==> src/rtl/sc_mover_pkg.sv <==
// Shared types and helpers for the one-hot position mover.
// Build option SC_ONEHOTMOVER_WRAP_EN is consumed by sc_onehot_mover.
package sc_mover_pkg;

    localparam logic [1:0] DIR_HI = 2'b01;
    localparam logic [1:0] DIR_LO = 2'b10;

    // Widest position register the helper functions can check.
    localparam int MAX_WIDTH = 64;

    typedef enum logic {
        ST_IDLE     = 1'b0,
        ST_COOLDOWN = 1'b1
    } moverState_t;

    function automatic logic [MAX_WIDTH-1:0] legalMask(input int lo, input int hi);
        logic [MAX_WIDTH-1:0] mask;
        mask = '0;
        for (int i = 0; i < MAX_WIDTH; i++) begin
            if (i >= lo && i <= hi) begin
                mask[i] = 1'b1;
            end
        end
        return mask;
    endfunction

    function automatic logic onehotInRange(input logic [MAX_WIDTH-1:0] vec,
                                           input logic [MAX_WIDTH-1:0] mask);
        return (vec != '0) && ((vec & (vec - MAX_WIDTH'(1))) == '0) && ((vec & ~mask) == '0);
    endfunction

endpackage

==> src/rtl/sc_mover_cooldown.sv <==
// Cooldown down-counter: loads COUNT-1 on start, counts to zero, busy while nonzero.
// A load strobe on the mover side aborts any count in progress.
module sc_mover_cooldown #(
    parameter int COUNT = 2
) (
    input  logic SC_MoverCOOLDOWN_CLOCK_50,
    input  logic SC_MoverCOOLDOWN_RESET_InHigh,
    input  logic SC_MoverCOOLDOWN_start,
    input  logic SC_MoverCOOLDOWN_abort,
    output logic SC_MoverCOOLDOWN_busy
);

    localparam int CntW = (COUNT > 1) ? $clog2(COUNT) : 1;
    localparam logic [CntW-1:0] LoadVal = CntW'((COUNT > 0) ? COUNT - 1 : 0);

    logic [CntW-1:0] countQ;

    always_ff @(posedge SC_MoverCOOLDOWN_CLOCK_50) begin
        if (SC_MoverCOOLDOWN_RESET_InHigh || SC_MoverCOOLDOWN_abort) begin
            countQ <= '0;
        end else if (SC_MoverCOOLDOWN_start) begin
            countQ <= LoadVal;
        end else if (countQ != '0) begin
            countQ <= countQ - CntW'(1);
        end
    end

    assign SC_MoverCOOLDOWN_busy = (countQ != '0);

endmodule

==> src/rtl/sc_onehot_mover.sv <==
// One-hot position mover with clamp (or wrap when SC_ONEHOTMOVER_WRAP_EN is defined),
// validated load and a cooldown rate limiter.
//
//   state        | meaning
//   -------------+---------------------------------------------
//   ST_IDLE      | ready high, next valid move request accepted
//   ST_COOLDOWN  | ready low, waiting for the cooldown counter
module sc_onehot_mover
    import sc_mover_pkg::*;
#(
    parameter int DATAWIDTH       = 8,
    parameter int LIMIT_LO        = 4,
    parameter int LIMIT_HI        = 7,
    parameter int RESET_POS       = 4,
    parameter int COOLDOWN_CYCLES = 2
) (
    input  logic                 SC_OnehotMOVER_CLOCK_50,
    input  logic                 SC_OnehotMOVER_RESET_InHigh,
    input  logic                 SC_OnehotMOVER_load_InLow,
    input  logic [DATAWIDTH-1:0] SC_OnehotMOVER_data_InBUS,
    input  logic                 SC_OnehotMOVER_req_valid_In,
    output logic                 SC_OnehotMOVER_req_ready_Out,
    input  logic [1:0]           SC_OnehotMOVER_dir_In,
    output logic [DATAWIDTH-1:0] SC_OnehotMOVER_data_OutBUS,
    output logic                 SC_OnehotMOVER_atHi_Out,
    output logic                 SC_OnehotMOVER_atLo_Out,
    output logic                 SC_OnehotMOVER_moved_Out,
    output logic                 SC_OnehotMOVER_blocked_Out,
    output logic                 SC_OnehotMOVER_loaderr_Out
);

    localparam logic [DATAWIDTH-1:0] ResetVal = DATAWIDTH'(1) << RESET_POS;
    localparam logic [DATAWIDTH-1:0] LoPos    = DATAWIDTH'(1) << LIMIT_LO;
    localparam logic [DATAWIDTH-1:0] HiPos    = DATAWIDTH'(1) << LIMIT_HI;
    localparam logic [MAX_WIDTH-1:0] LegalMask = legalMask(LIMIT_LO, LIMIT_HI);

    moverState_t          stateQ, stateD;
    logic [DATAWIDTH-1:0] posQ, posD;
    logic                 movedQ, movedD;
    logic                 blockedQ, blockedD;
    logic                 loaderrQ, loaderrD;
    logic                 loadActive, loadOk, dirIsMove, atHi, atLo;
    logic                 coolStart, coolBusy, ready;

    assign loadActive = !SC_OnehotMOVER_load_InLow;
    assign loadOk     = onehotInRange(MAX_WIDTH'(SC_OnehotMOVER_data_InBUS), LegalMask);
    assign dirIsMove  = (SC_OnehotMOVER_dir_In == DIR_HI) || (SC_OnehotMOVER_dir_In == DIR_LO);
    assign atHi       = (posQ == HiPos);
    assign atLo       = (posQ == LoPos);

    sc_mover_cooldown #(
        .COUNT(COOLDOWN_CYCLES)
    ) uCooldown (
        .SC_MoverCOOLDOWN_CLOCK_50    (SC_OnehotMOVER_CLOCK_50),
        .SC_MoverCOOLDOWN_RESET_InHigh(SC_OnehotMOVER_RESET_InHigh),
        .SC_MoverCOOLDOWN_start       (coolStart),
        .SC_MoverCOOLDOWN_abort       (loadActive),
        .SC_MoverCOOLDOWN_busy        (coolBusy)
    );

    always_ff @(posedge SC_OnehotMOVER_CLOCK_50) begin
        if (SC_OnehotMOVER_RESET_InHigh) begin
            stateQ   <= ST_IDLE;
            posQ     <= ResetVal;
            movedQ   <= 1'b0;
            blockedQ <= 1'b0;
            loaderrQ <= 1'b0;
        end else begin
            stateQ   <= stateD;
            posQ     <= posD;
            movedQ   <= movedD;
            blockedQ <= blockedD;
            loaderrQ <= loaderrD;
        end
    end

    always_comb begin
        stateD    = stateQ;
        posD      = posQ;
        movedD    = 1'b0;
        blockedD  = 1'b0;
        loaderrD  = 1'b0;
        coolStart = 1'b0;
        ready     = (stateQ == ST_IDLE);

        if (loadActive) begin
            // Load wins over any request and always drops back to IDLE.
            stateD = ST_IDLE;
            if (loadOk) begin
                posD = SC_OnehotMOVER_data_InBUS;
            end else begin
                loaderrD = 1'b1;
            end
        end else begin
            unique case (stateQ)
                ST_IDLE: begin
                    if (SC_OnehotMOVER_req_valid_In && dirIsMove) begin
                        if (COOLDOWN_CYCLES > 0) begin
                            stateD    = ST_COOLDOWN;
                            coolStart = 1'b1;
                        end
                        if (SC_OnehotMOVER_dir_In == DIR_HI) begin
                            if (atHi) begin
`ifdef SC_ONEHOTMOVER_WRAP_EN
                                posD   = LoPos;
                                movedD = 1'b1;
`else
                                blockedD = 1'b1;
`endif
                            end else begin
                                posD   = posQ << 1;
                                movedD = 1'b1;
                            end
                        end else begin
                            if (atLo) begin
`ifdef SC_ONEHOTMOVER_WRAP_EN
                                posD   = HiPos;
                                movedD = 1'b1;
`else
                                blockedD = 1'b1;
`endif
                            end else begin
                                posD   = posQ >> 1;
                                movedD = 1'b1;
                            end
                        end
                    end
                end
                ST_COOLDOWN: begin
                    if (!coolBusy) begin
                        stateD = ST_IDLE;
                    end
                end
                default: stateD = ST_IDLE;
            endcase
        end
    end

    assign SC_OnehotMOVER_req_ready_Out = ready;
    assign SC_OnehotMOVER_data_OutBUS   = posQ;
    assign SC_OnehotMOVER_atHi_Out      = atHi;
    assign SC_OnehotMOVER_atLo_Out      = atLo;
    assign SC_OnehotMOVER_moved_Out     = movedQ;
    assign SC_OnehotMOVER_blocked_Out   = blockedQ;
    assign SC_OnehotMOVER_loaderr_Out   = loaderrQ;

endmodule

==> config.mk <==
export PLATFORM = sky130hd
export DESIGN_NAME = sc_onehot_mover
export DESIGN_NICKNAME = d
export VERILOG_FILES = /design/src/rtl/sc_mover_pkg.sv /design/src/rtl/sc_mover_cooldown.sv /design/src/rtl/sc_onehot_mover.sv
export SDC_FILE = /design/constraint.sdc
export NUM_CORES = 1
export LEC_CHECK = 0
export CAP_MARGIN = 40
export CELL_PAD_IN_SITES_DETAIL_PLACEMENT = 2
export CELL_PAD_IN_SITES_GLOBAL_PLACEMENT = 2
export CORE_MARGIN = 2
export CORE_UTILIZATION = 25
export DETAILED_ROUTE_END_ITERATION = 7
export PLACE_DENSITY_LB_ADDON = 0.25
export SLEW_MARGIN = 25
export SYNTH_ARGS = -nofsm -noshare
export SYNTH_HDL_FRONTEND = slang
export SYNTH_SLANG_ARGS = --single-unit
export TNS_END_PERCENT = 5
==> constraint.sdc <==
create_clock -name SC_OnehotMOVER_CLOCK_50 -period 2.3 [get_ports SC_OnehotMOVER_CLOCK_50]
set_clock_uncertainty 0.2 [all_clocks]
set_input_delay 0.23 -clock SC_OnehotMOVER_CLOCK_50 [delete_from_list [all_inputs] [get_ports SC_OnehotMOVER_CLOCK_50]]
set_output_delay 0.23 -clock SC_OnehotMOVER_CLOCK_50 [all_outputs]
set_load 0.01 [all_outputs]
# Yosys cells after proc, flatten, opt, wreduce, memory -nomap -nowiden

Cells that the tools add are included.

Register bits: 13
Input bits: 14

Add/sub/neg operators: 2
Eq/ne operators: 8
Muxes and demuxes: 21
Bitwise gates (word level): 4
Reductions and logical operators: 14

Operators by type and width:

| operator                                             | count |
|---|---|
| logical NOT 64 bit                                   | 2 |
| AND 8 x 64 -> 64 bit                                 | 1 |
| two-way mux 8 bit                                    | 7 |
| two-way mux 1 bit                                    | 13 |
| subtractor 8 x 1 -> 9 bit (second input constant)    | 1 |
| equality test 8 x 5 -> 1 bit (second input constant) | 1 |
| equality test 8 bit (second input constant)          | 1 |
| nonzero test 8 bit                                   | 1 |
| AND reduction 5 bit                                  | 1 |
| OR reduction 2 bit                                   | 2 |
| OR reduction 4 bit                                   | 1 |
| logical AND 1 bit                                    | 3 |
| != test 3 x 2 -> 1 bit (second input constant)       | 1 |
| != test 3 bit (second input constant)                | 1 |
| NOT 1 bit                                            | 3 |
| equality test 2 x 1 -> 1 bit (second input constant) | 1 |
| equality test 2 bit (second input constant)          | 1 |
| logical OR 1 bit                                     | 2 |
| != test 2 x 1 -> 1 bit (second input constant)       | 1 |
| != test 2 bit (second input constant)                | 1 |
| case mux 1 bit (2 select lines)                      | 1 |
| nonzero test 2 bit                                   | 1 |
| logical NOT 1 bit                                    | 1 |
| subtractor 1 bit (second input constant)             | 1 |

# Logic depth before layout (Yosys ltp)

Gate-level depths: netlist of the first run.

Depth in word-level cells: 7
Gate-level depth with buffers: 7
Gate-level depth less buffers: 6

# Cells and area by module

Synthesis of the first run repeated with hierarchy kept, for this count alone.

Cell total of the unflattened synthesis: 88
Area total of the unflattened synthesis: 885.8 sq um

Modules (own cells, without submodules):

| module            | times used | cells each | area an instance (sq um) | sequential area each (sq um) |
|---|---|---|---|---|
| sc_onehot_mover   | 1          | 86         | 853.3                    | 240.2 |
| sc_mover_cooldown | 1          | 2          | 32.5                     | 20.0 |

# Least setup slack after synthesis of the first run

OpenSTA, ideal clock, no wires.

Path type: register to register
Start point: register posQ[1] (netlist: SC_OnehotMOVER_data_OutBUS[1])
End point: register posQ[0] (netlist: SC_OnehotMOVER_data_OutBUS[0])
Setup time: 0.121 ns
Arrival time: 1.584 ns
Required time: 1.979 ns
Path slack: 0.395 ns
Stages on the path, launching flop included: 6
Period minus slack after synthesis: 1.905 ns
Cell sequence: dfxtp_1 -> nor4_1 -> o211a_1 -> o32a_1 -> buf_6 -> mux2_4

Longest elaborated chain between the ends: 5
Elaborated cells between the ends (all ways): 10
Classes of those cells: 4 x eq/ne; 5 x mux; 1 x reduce/logical

Ends and longest elaborated chain:

| item                                                                                 | RTL line              | RTL |
|---|---|---|
| start, declared                                                                      | sc_onehot_mover.sv:38 | `logic [DATAWIDTH-1:0] posQ, posD;` |
| start signal, assigned                                                               | sc_onehot_mover.sv:64 | `posQ <= ResetVal;` |
| start signal, assigned                                                               | sc_onehot_mover.sv:70 | `posQ <= posD;` |
| parallel branches: the longest is 5 deep, another holds equality test 8 x 5 -> 1 bit | -                     |  |

Several ways; the timed one is not identified. The select of a mux whose other input is x is not followed.
A chain may end at the register's enable or synchronous reset.

# Worst setup path in the final report of the first run

Start point: register posQ[0] (netlist: SC_OnehotMOVER_data_OutBUS[0])
End point: output port SC_OnehotMOVER_atHi_Out

Longest elaborated chain between the ends: 1

Ends and longest elaborated chain:

| item                | RTL line              | RTL |
|---|---|---|
| equality test 8 bit | sc_onehot_mover.sv:48 | `assign atHi = (posQ == HiPos);` |
| end, declared       | sc_onehot_mover.sv:25 | `output logic SC_OnehotMOVER_atHi_Out,` |

Every way passes these cells.

==> results.json, run 1 <==
{
  "postSynthCellCount": 92,
  "yosys.area.top_type_share_pct": 32.2,
  "tns_ns": 0,
  "clock_path_buffers": 2,
  "die_h_um": 60.9,
  "routedWlPerCell_um": 14.0,
  "synth.most_common_cell": "nor2_1",
  "hold_class": "flip-flop to flip-flop",
  "dp_hpwl_um": 1900,
  "p_leak_nw": 0.502,
  "cts_buffers": 3,
  "yosysSeqAreaShare_pct": 32.2,
  "ys_warn_count": 0,
  "top_layer_used": "met4",
  "areaGrowthSynthToFinish_pct": 47.4,
  "cts_num_sinks": 13,
  "dr_wl_met2_um": 1230,
  "tightest_slew_ns": 0.609,
  "viasPerCell": 4.83,
  "track_usage_pct": 14.9,
  "clock_latency_ns": 0.29,
  "drive_gt1_share_pct": 12.1,
  "max_slew_margin_pct": 59.3,
  "dpl_cell_area_um2": 1150,
  "synth_top_area_cell": "dfxtp_1",
  "finalCritPeriodShare_pct": 94.7,
  "synthesis.nets": 107,
  "grt_pass1_wl_um": 4000,
  "path_class": "flip-flop to primary output",
  "gp_congestion": 0.744,
  "arrival_ns": 1.75,
  "path_clk_slew_ns": 0.08,
  "yosys_most_used_dff": "dfxtp_1",
  "grt_pass1_vias": 835,
  "fin_worst_hold_slack_ns": 0.319,
  "antenna_found_initial": 0,
  "end_kind": "primary output",
  "cts_tree": "built",
  "die_x_um": 60.9,
  "ant_nets": 0,
  "worst-path-max-fanout": 4,
  "slew_violations": 0,
  "setup_viol": 0,
  "wl_um": 2350,
  "cts_root_buf": "clkbuf_4",
  "place_ws_ns": -0.00876,
  "drc_errors": 0,
  "dieArea_um2": 3700,
  "startpoint_type": "flip-flop",
  "wl_met1_um": 1020,
  "multi_input_area_um2": 512,
  "grt_setup_unrepaired": "false",
  "drtIter0Drc": 10,
  "timing.final.ws_setup_ns": 0.122,
  "fmax_ghz": 0.459,
  "required_ns": 1.87,
  "stdcell_count": 168,
  "vias": 812,
  "synth-edff-count": 0,
  "gr-total-overflow": 0,
  "initial_core_util_pct": 26.5,
  "cts_setup_buffers": 0,
  "grt_max_degree": 20,
  "coreArea_um2": 3050,
  "ys_ff_latch": 13,
  "drt_pass1_iterations": 2,
  "antenna_cells": 0,
  "portBuffers": 27,
  "wl_met3_um": 71,
  "nNetsFinal": 140,
  "syn_area_um2": 808,
  "status": "finished clean",
  "seqCellArea_um2": 262,
  "ios": 28,
  "hold_viol": 0,
  "cap_violations": 0,
  "synth_common_cells": "14 x nor2_1, 13 x dfxtp_1, 12 x mux2i_1",
  "cts_resized": 0,
  "synth-async-reset-ratio_pct": 0,
  "synth_area_leaders": "dfxtp_1 32%, mux2i_1 15%, nor2_1 6.5%",
  "finalInstanceArea_um2": 1190,
  "ctsHoldBuffers": 0,
  "p_per_area_nw_per_um2": 441,
  "htreeDepth": 1,
  "nFillCells": 358,
  "final.min_clock_period_ns": 2.18,
  "ir_drop_mv": 0.157,
  "dp.cells": 164,
  "syn_avg_cell_area_um2": 8.79,
  "rows": 20,
  "ys_types": 31
}
==> routing by layer <==
metal	vias up	global-route usage (%)
li1	396	-
met1	395	18.0
met2	17	25.7
met3	4	2.77
met4	0	6.52
met5	-	0
==> worst max-delay path: stages (launching register included) <==
cell and delay, ns:
dfxtp_1 0.35, nor4_2 0.27, buf_4 0.16, and3_1 0.14, clkdlybuf4s50_1 0.53
==> logic make-up after synthesis <==
| group | after synthesis | synth area share [%] |
|---|---|---|
| and+or+nand+nor | 41 | 28.9 |
| muxes | 14 | 18.6 |
| AOI/OAI and AO/OA | 13 | 12.4 |
| DFF | 13 | 32.2 |
| buffers and inverters | 9 | 5.26 |
| xor gates and xnor gates | 1 | 1.08 |
| adders and majority gates | 1 | 1.55 |
==> worst paths after layout <==
path              slack (ns)  cells past startpoint                                    endpoint                                       start
setup / recovery        0.12                      4                     SC_OnehotMOVER_atHi_Out  SC_OnehotMOVER_data_OutBUS[0]$_SDFFE_PP0P_
hold / removal          0.32                      2  SC_OnehotMOVER_data_OutBUS[1]$_SDFFE_PP0P_  SC_OnehotMOVER_data_OutBUS[1]$_SDFFE_PP0P_
setup reg to reg        0.43                      6  SC_OnehotMOVER_data_OutBUS[6]$_SDFFE_PP0P_  SC_OnehotMOVER_data_OutBUS[0]$_SDFFE_PP0P_
hold reg to reg         0.32                      2  SC_OnehotMOVER_data_OutBUS[1]$_SDFFE_PP0P_  SC_OnehotMOVER_data_OutBUS[1]$_SDFFE_PP0P_
==> power by group <==
part	internal (mW)	switching (mW)
registers	0.232	0.00774
clock network	0.0675	0.0821
logic	0.0777	0.0579
total	0.377	0.148
==> through the flow <==
stage / utilization (%) / total power [mW]
global route: 39.0 / 0.565
CTS: 38.7 / 0.540
detailed placement: 37.8 / 0.382
floorplan: - / 0.312
finish: 39.0 / 0.525
global placement: 37.8 / 0.378
==> cell type report <==
type                            instances  area share (%)
Multi-Input combinational cell         70            43.0
Clock buffer                            4            2.21
Sequential cell                        13            22.0
Inverter                                3           0.945
Tap cell                               44            4.62
Timing Repair Buffer                   34            27.3
==> flip-flops by register name, indices dropped and copies added (netlist names) <==
name	flops
SC_OnehotMOVER_data_OutBUS	8
SC_OnehotMOVER_blocked_Out	1
uCooldown.SC_MoverCOOLDOWN_busy	1
SC_OnehotMOVER_loaderr_Out	1
SC_OnehotMOVER_moved_Out	1
stateQ	1
==> cells in the final DEF, fill, tap and decap left out, types with 2 or more instances in the layout <==
master,n
a211o_1,5
nor2_1,14
nand3b_1,2
clkbuf_4,3
mux2_4,2
nor4b_1,2
nand2b_1,7
dfxtp_1,12
nand2_1,2
clkdlybuf4s50_1,26
nor2b_1,3
inv_1,3
mux2i_1,12
nor3b_1,3
a21oi_1,4
buf_4,7
Power figures use the tool's default switching activity.
==> run 2: changes to the inputs <==
CAP_MARGIN = 20   (was 40)
==> results of run 2 <==
Same layout as run 1: the final DEF is identical, and so are final timing and power.
==> edit 1, RTL diff (settings of run 2) <==
Make the reset (`SC_OnehotMOVER_RESET_InHigh`) asynchronous in one clocked block.
--- a/src/rtl/sc_onehot_mover.sv
+++ b/src/rtl/sc_onehot_mover.sv
@@ -60,3 +60,3 @@
 
-    always_ff @(posedge SC_OnehotMOVER_CLOCK_50) begin
+    always_ff @(posedge SC_OnehotMOVER_CLOCK_50 or posedge SC_OnehotMOVER_RESET_InHigh) begin
         if (SC_OnehotMOVER_RESET_InHigh) begin
Behaviour: differs if SC_OnehotMOVER_RESET_InHigh is asserted again (counterexample within 4 cycles, from zero or initial values and one cycle with SC_OnehotMOVER_RESET_InHigh high); with SC_OnehotMOVER_RESET_InHigh held inactive, the same outputs for 10 cycles.
==> edit 1 against run 2 <==
  * Synthesized cell count decreased by 16%
  * Setup slack improved by 17 ps
  * Non-clock buffer count decreased by 2
  * Global-route usage decreased by 0.12 points
  * Routed wire length decreased by 1.3%
  * Sequential cell count unchanged
  * Count of clock-buffer cells in the layout unchanged
  * Die area decreased by 3.6%
  * Area after synthesis decreased by 3.9%
  * Worst hold slack got worse by 220 ps
  * Utilization decreased by 0.81 points
  * Final area decreased by 3.7%
  * Largest cell class unchanged
Power is not compared: it rests on default switching activity, and its combinational part moved more than twofold at a synthesized area within 25%.
==> edit 1: results (changes against run 2) <==
layout:
  drive_gt1_share_pct: 22.7  # +11 points
  layout.nets: 126  # -10%
  fillCellCount: 337  # -5.9%
worst_setup_path:
  rr_worst_depth: 4  # -2
  worstReg2RegStart: "SC_OnehotMOVER_data_OutBUS[4]"
  critical_path.max_fanout: 8  # +4
  cpPeakStageDelay_ps: 450  # -80 ps
  reg2reg_slack_ps: 170  # -260 ps
  rr_endpoint: "SC_OnehotMOVER_data_OutBUS[7]"
synth:
  synth_cell_types: 26  # -16%
  async_reset_ff_share_pct: 92.3  # +92 points
  syn_avg_cell_area_um2: 10.1  # +15%
  synth_common_cells: "nor2_1, dfrtp_1, mux2_2"
  yosysSeqAreaShare_pct: 41.4  # +9.2 points
  syn_nets: 92  # -14%
routing:
  drt_iter0_drc: 24  # +14
  wl_per_cell_um: 16.2  # +16%
  vias_per_cell: 4.95  # +2.4%
  first_pass_iters: 3  # +1
  vias: 708  # -13%
clocking:
  cts_resized: 1  # +1
  cts.reportedPaths.clkPinSlew_ps: 80  # about the same
  clockRootBuffer: "clkbuf_4"
global_routing:
  grt_max_degree: 19  # -5.0%
  grt.total_usage_pct: 14.8  # -0.12 points
  grt_pass1_vias: 800  # -4.2%
  grt_pass1_wl_um: 3790  # -5.3%
  met3_usage_pct: 2.81  # +0.042 points
  use_met2_pct: 24.1  # -1.6 points
timing:
  hold_slack_ps: 97.9  # -221 ps
  worst_pin_slew_ps: 488  # -121 ps
placed_design:
  dpl.hpwl_um: 1830  # -3.7%
  place_area_um2: 1110  # -4.1%
  dp_cells: 139  # -15%
  place_ws_ps: -214  # -205 ps
  gp_congestion: 0.760  # +2.3%
run_status:
  status: "finished clean"
worst_hold_path:
  hp-class: "in2async"
==> edit 1: per-layer routing <==
layer	part of all wire (%)	up-vias
met3	3.1	4
met1	44	349
li1	-	338
met2	50	17
met4	2.7	0
met5	0	-
==> edit 1: cells by family after synthesis <==
logic type | after synthesis | synth area share, %
AOI/OAI and AO/OA | 12 | 11.6
xor gates and xnor gates | 1 | 1.13
adders and majority gates | 1 | 1.61
buffers and inverters | 9 | 5.31
DFF | 13 | 41.4
muxes | 14 | 19.3
and+or+nand+nor | 27 | 19.6
==> edit 1: report_power, final <==
part,leakage (nW),internal (mW),switching (mW)
Clock,0.0150,0.0674,0.0773
Combinational,0.381,0.249,0.164
Sequential,0.154,0.305,0.110
==> edit 1: area by class of cell <==
type	instances	area [µm²]	area share [%]
Tap cell	33	41.3	3.60
Timing Repair Buffer	32	313	27.3
Clock buffer	4	26.3	2.29
Sequential cell	13	323	28.1
Multi-Input combinational cell	55	422	36.8
Inverter	6	22.5	1.96
==> edit 1: worst max-delay path by stage <==
stage / from / to / slack (ps) / cells after the start
after floorplan: SC_OnehotMOVER_data_OutBUS[4] / SC_OnehotMOVER_data_OutBUS[0] / 300 / 4
after global placement: SC_OnehotMOVER_dir_In[1] / SC_OnehotMOVER_data_OutBUS[0] / -110 / 7
after detailed placement: SC_OnehotMOVER_dir_In[1] / SC_OnehotMOVER_data_OutBUS[0] / -210 / 7
after CTS: SC_OnehotMOVER_data_OutBUS[6] / SC_OnehotMOVER_atLo_Out / 20 / 4
after global routing: SC_OnehotMOVER_dir_In[1] / SC_OnehotMOVER_data_OutBUS[7] / -3 / 7
final: SC_OnehotMOVER_dir_In[1] / SC_OnehotMOVER_data_OutBUS[7] / 140 / 7
==> edit 2, RTL diff (config.mk and constraints of run 2) <==
Made on the original files. The parameter `COOLDOWN_CYCLES` goes from 2 to 1.
--- a/src/rtl/sc_onehot_mover.sv
+++ b/src/rtl/sc_onehot_mover.sv
@@ -14,3 +14,3 @@
     parameter int RESET_POS       = 4,
-    parameter int COOLDOWN_CYCLES = 2
+    parameter int COOLDOWN_CYCLES = 1
 ) (
Behaviour: not the same (Yosys sat finds a counterexample within 4 cycles, from zero or initial values and one cycle with SC_OnehotMOVER_RESET_InHigh high).
==> edit 2 against run 2 <==
  * The flow now finishes with violations (DRC)
  * Global-route usage rose by 1.4 points
  * Setup slack improved by 110 ps
  * Sequential cell count stayed put
  * Final area decreased by 2.8%
  * Routed wire length increased by 9.9%
  * Combinational power increased by 15%
  * Sequential power rose by 3%
  * Total power grew 5.7%
  * Area after synthesis is 6.8% lower
==> edit 2: results (changes against run 2) <==
run_status:
  status: "finished, violations left"
  violations: "DRC"
global_routing:
  grt_pass1_vias: 900  # +7.8%
  grt_max_degree: 13  # -35%
  grt_antenna_before_repair: 0  # unchanged
  grt_pass1_wl_um: 4170  # +4.3%
  grt.total_usage_pct: 16.3  # +1.4 points
routing:
  routed_wl_um: 2580  # +9.9%
  first_pass_iters: 6  # +4
  post-route-drc-count: 2  # +2
  drt_iter0_drc: 23  # +13
  vias_per_cell: 5.40  # +12%
  vias: 832  # +2.5%
synth:
  synthAdderAreaFrac_pct: 1.66  # +0.11 points
  async_reset_ff_share_pct: 0  # unchanged
  synthXorXnorAreaFrac_pct: 1.16  # +0.079 points
  syn_inst: 86  # -6.5%
  yosysSeqAreaShare_pct: 34.6  # +2.4 points
  syn_nets: 101  # -5.6%
  synth.area.mux_share_pct: 7.97  # -11 points
  synth_compound_area_share_pct: 17.6  # +5.2 points
  synth_common_cells: "dfxtp_1, nand2_1, nand3_1"
  netlist_top_cells_area: "dfxtp_1, mux2i_1, o221ai_1"
placed_design:
  gp_congestion: 0.782  # +5.1%
  place_area_um2: 1110  # -3.5%
  portBuffers: 27  # unchanged
  dpl.hpwl_um: 2000  # +5.3%
  place_ws_ps: -66.9  # -58.1 ps
worst_hold_path:
  hp-class: "reg2reg"
  worstHoldPathCells: 2  # unchanged
  worstHoldStart: "uCooldown.SC_MoverCOOLDOWN_busy"
clocking:
  post-cts-setup-buffers: 0  # unchanged
  clock_path_buffers: 2  # unchanged
  cts.reportedPaths.clkPinSlew_ps: 90
  htree_levels: 1  # unchanged
  cts_buffers: 3  # unchanged
  cts_resized: 3  # +3
worst_setup_path:
  crit_path_top_delay_cell: "or4_4"
  path_delay_family: "simple AND/OR/NAND/NOR gates"
  cp.arrival_ps: 2050  # +300 ps
  rr_worst_depth: 5  # -1
  cp-startpoint: "SC_OnehotMOVER_data_InBUS[2]"
  cpPeakStageDelay_ps: 560  # +30 ps
  worstReg2RegStart: "SC_OnehotMOVER_data_OutBUS[4]"
layout:
  largest_reg_flops: 8  # unchanged
  drive_gt1_share_pct: 15.4  # +3.4 points
  layout.nets: 139  # -0.71%
pwr:
  vdd_ir_drop_max_mv: 0.175  # +12%
  p_leak_nw: 0.439  # -12%
-- edit 2: cell types whose count changed after synthesis, sizes merged, moves of 3 or more --
cell           run 2  this run
nor2              14         4
mux2i             12         6
nand3              1         7
a211o              5         0
nand2              2         7
nand2b             7         2
o221ai             0         5
nor2b              3         0
nor3               1         4
-- edit 2: final timing paths --
check | to | slack [ps]
worst max-delay path | SC_OnehotMOVER_data_OutBUS[4] | 230
worst min-delay path | stateQ | 340
worst max register to register | SC_OnehotMOVER_data_OutBUS[7] | 360
worst min register to register | stateQ | 340
-- edit 2: area by class of cell --
type	count	area [µm²]
Tap cell	31	38.8
Inverter	2	7.51
Fill cell	337	1650
Timing Repair Buffer	39	362
Clock buffer	4	26.3
Sequential cell	13	260
Multi-Input combinational cell	65	463
-- edit 2: where the power goes --
part	total [mW]	switching (mW)	internal (mW)
registers	0.248	0.0130	0.235
logic	0.157	0.0681	0.0885
clock network	0.150	0.0825	0.0674
-- edit 2: logic make-up (layout without fill, tap and decap cells) --
family,after synthesis,after routing
flip-flops,13,13
AO/OA/AOI/OAI,17,17
adder cells (fa/ha/maj),1,1
other,1,1
XOR/XNOR,1,1
buffers and inverters,8,45
multiplexers,6,6
AND/OR/NAND/NOR,39,39
-- edit 2: layer usage --
| metal | share of wire [%] | track usage (%) |
|---|---|---|
| met5 | 0 | 0 |
| met4 | 1.9 | 7.79 |
| met3 | 3.9 | 3.52 |
| met2 | 49 | 27.1 |
| met1 | 45 | 19.9 |
-- edit 2: tightest hold or removal path, delay by kind of cell (launching register included) --
family / cells / cell delay, ps
flops: 1 / 310
compound gates: 1 / 130
simple gates: 1 / 60
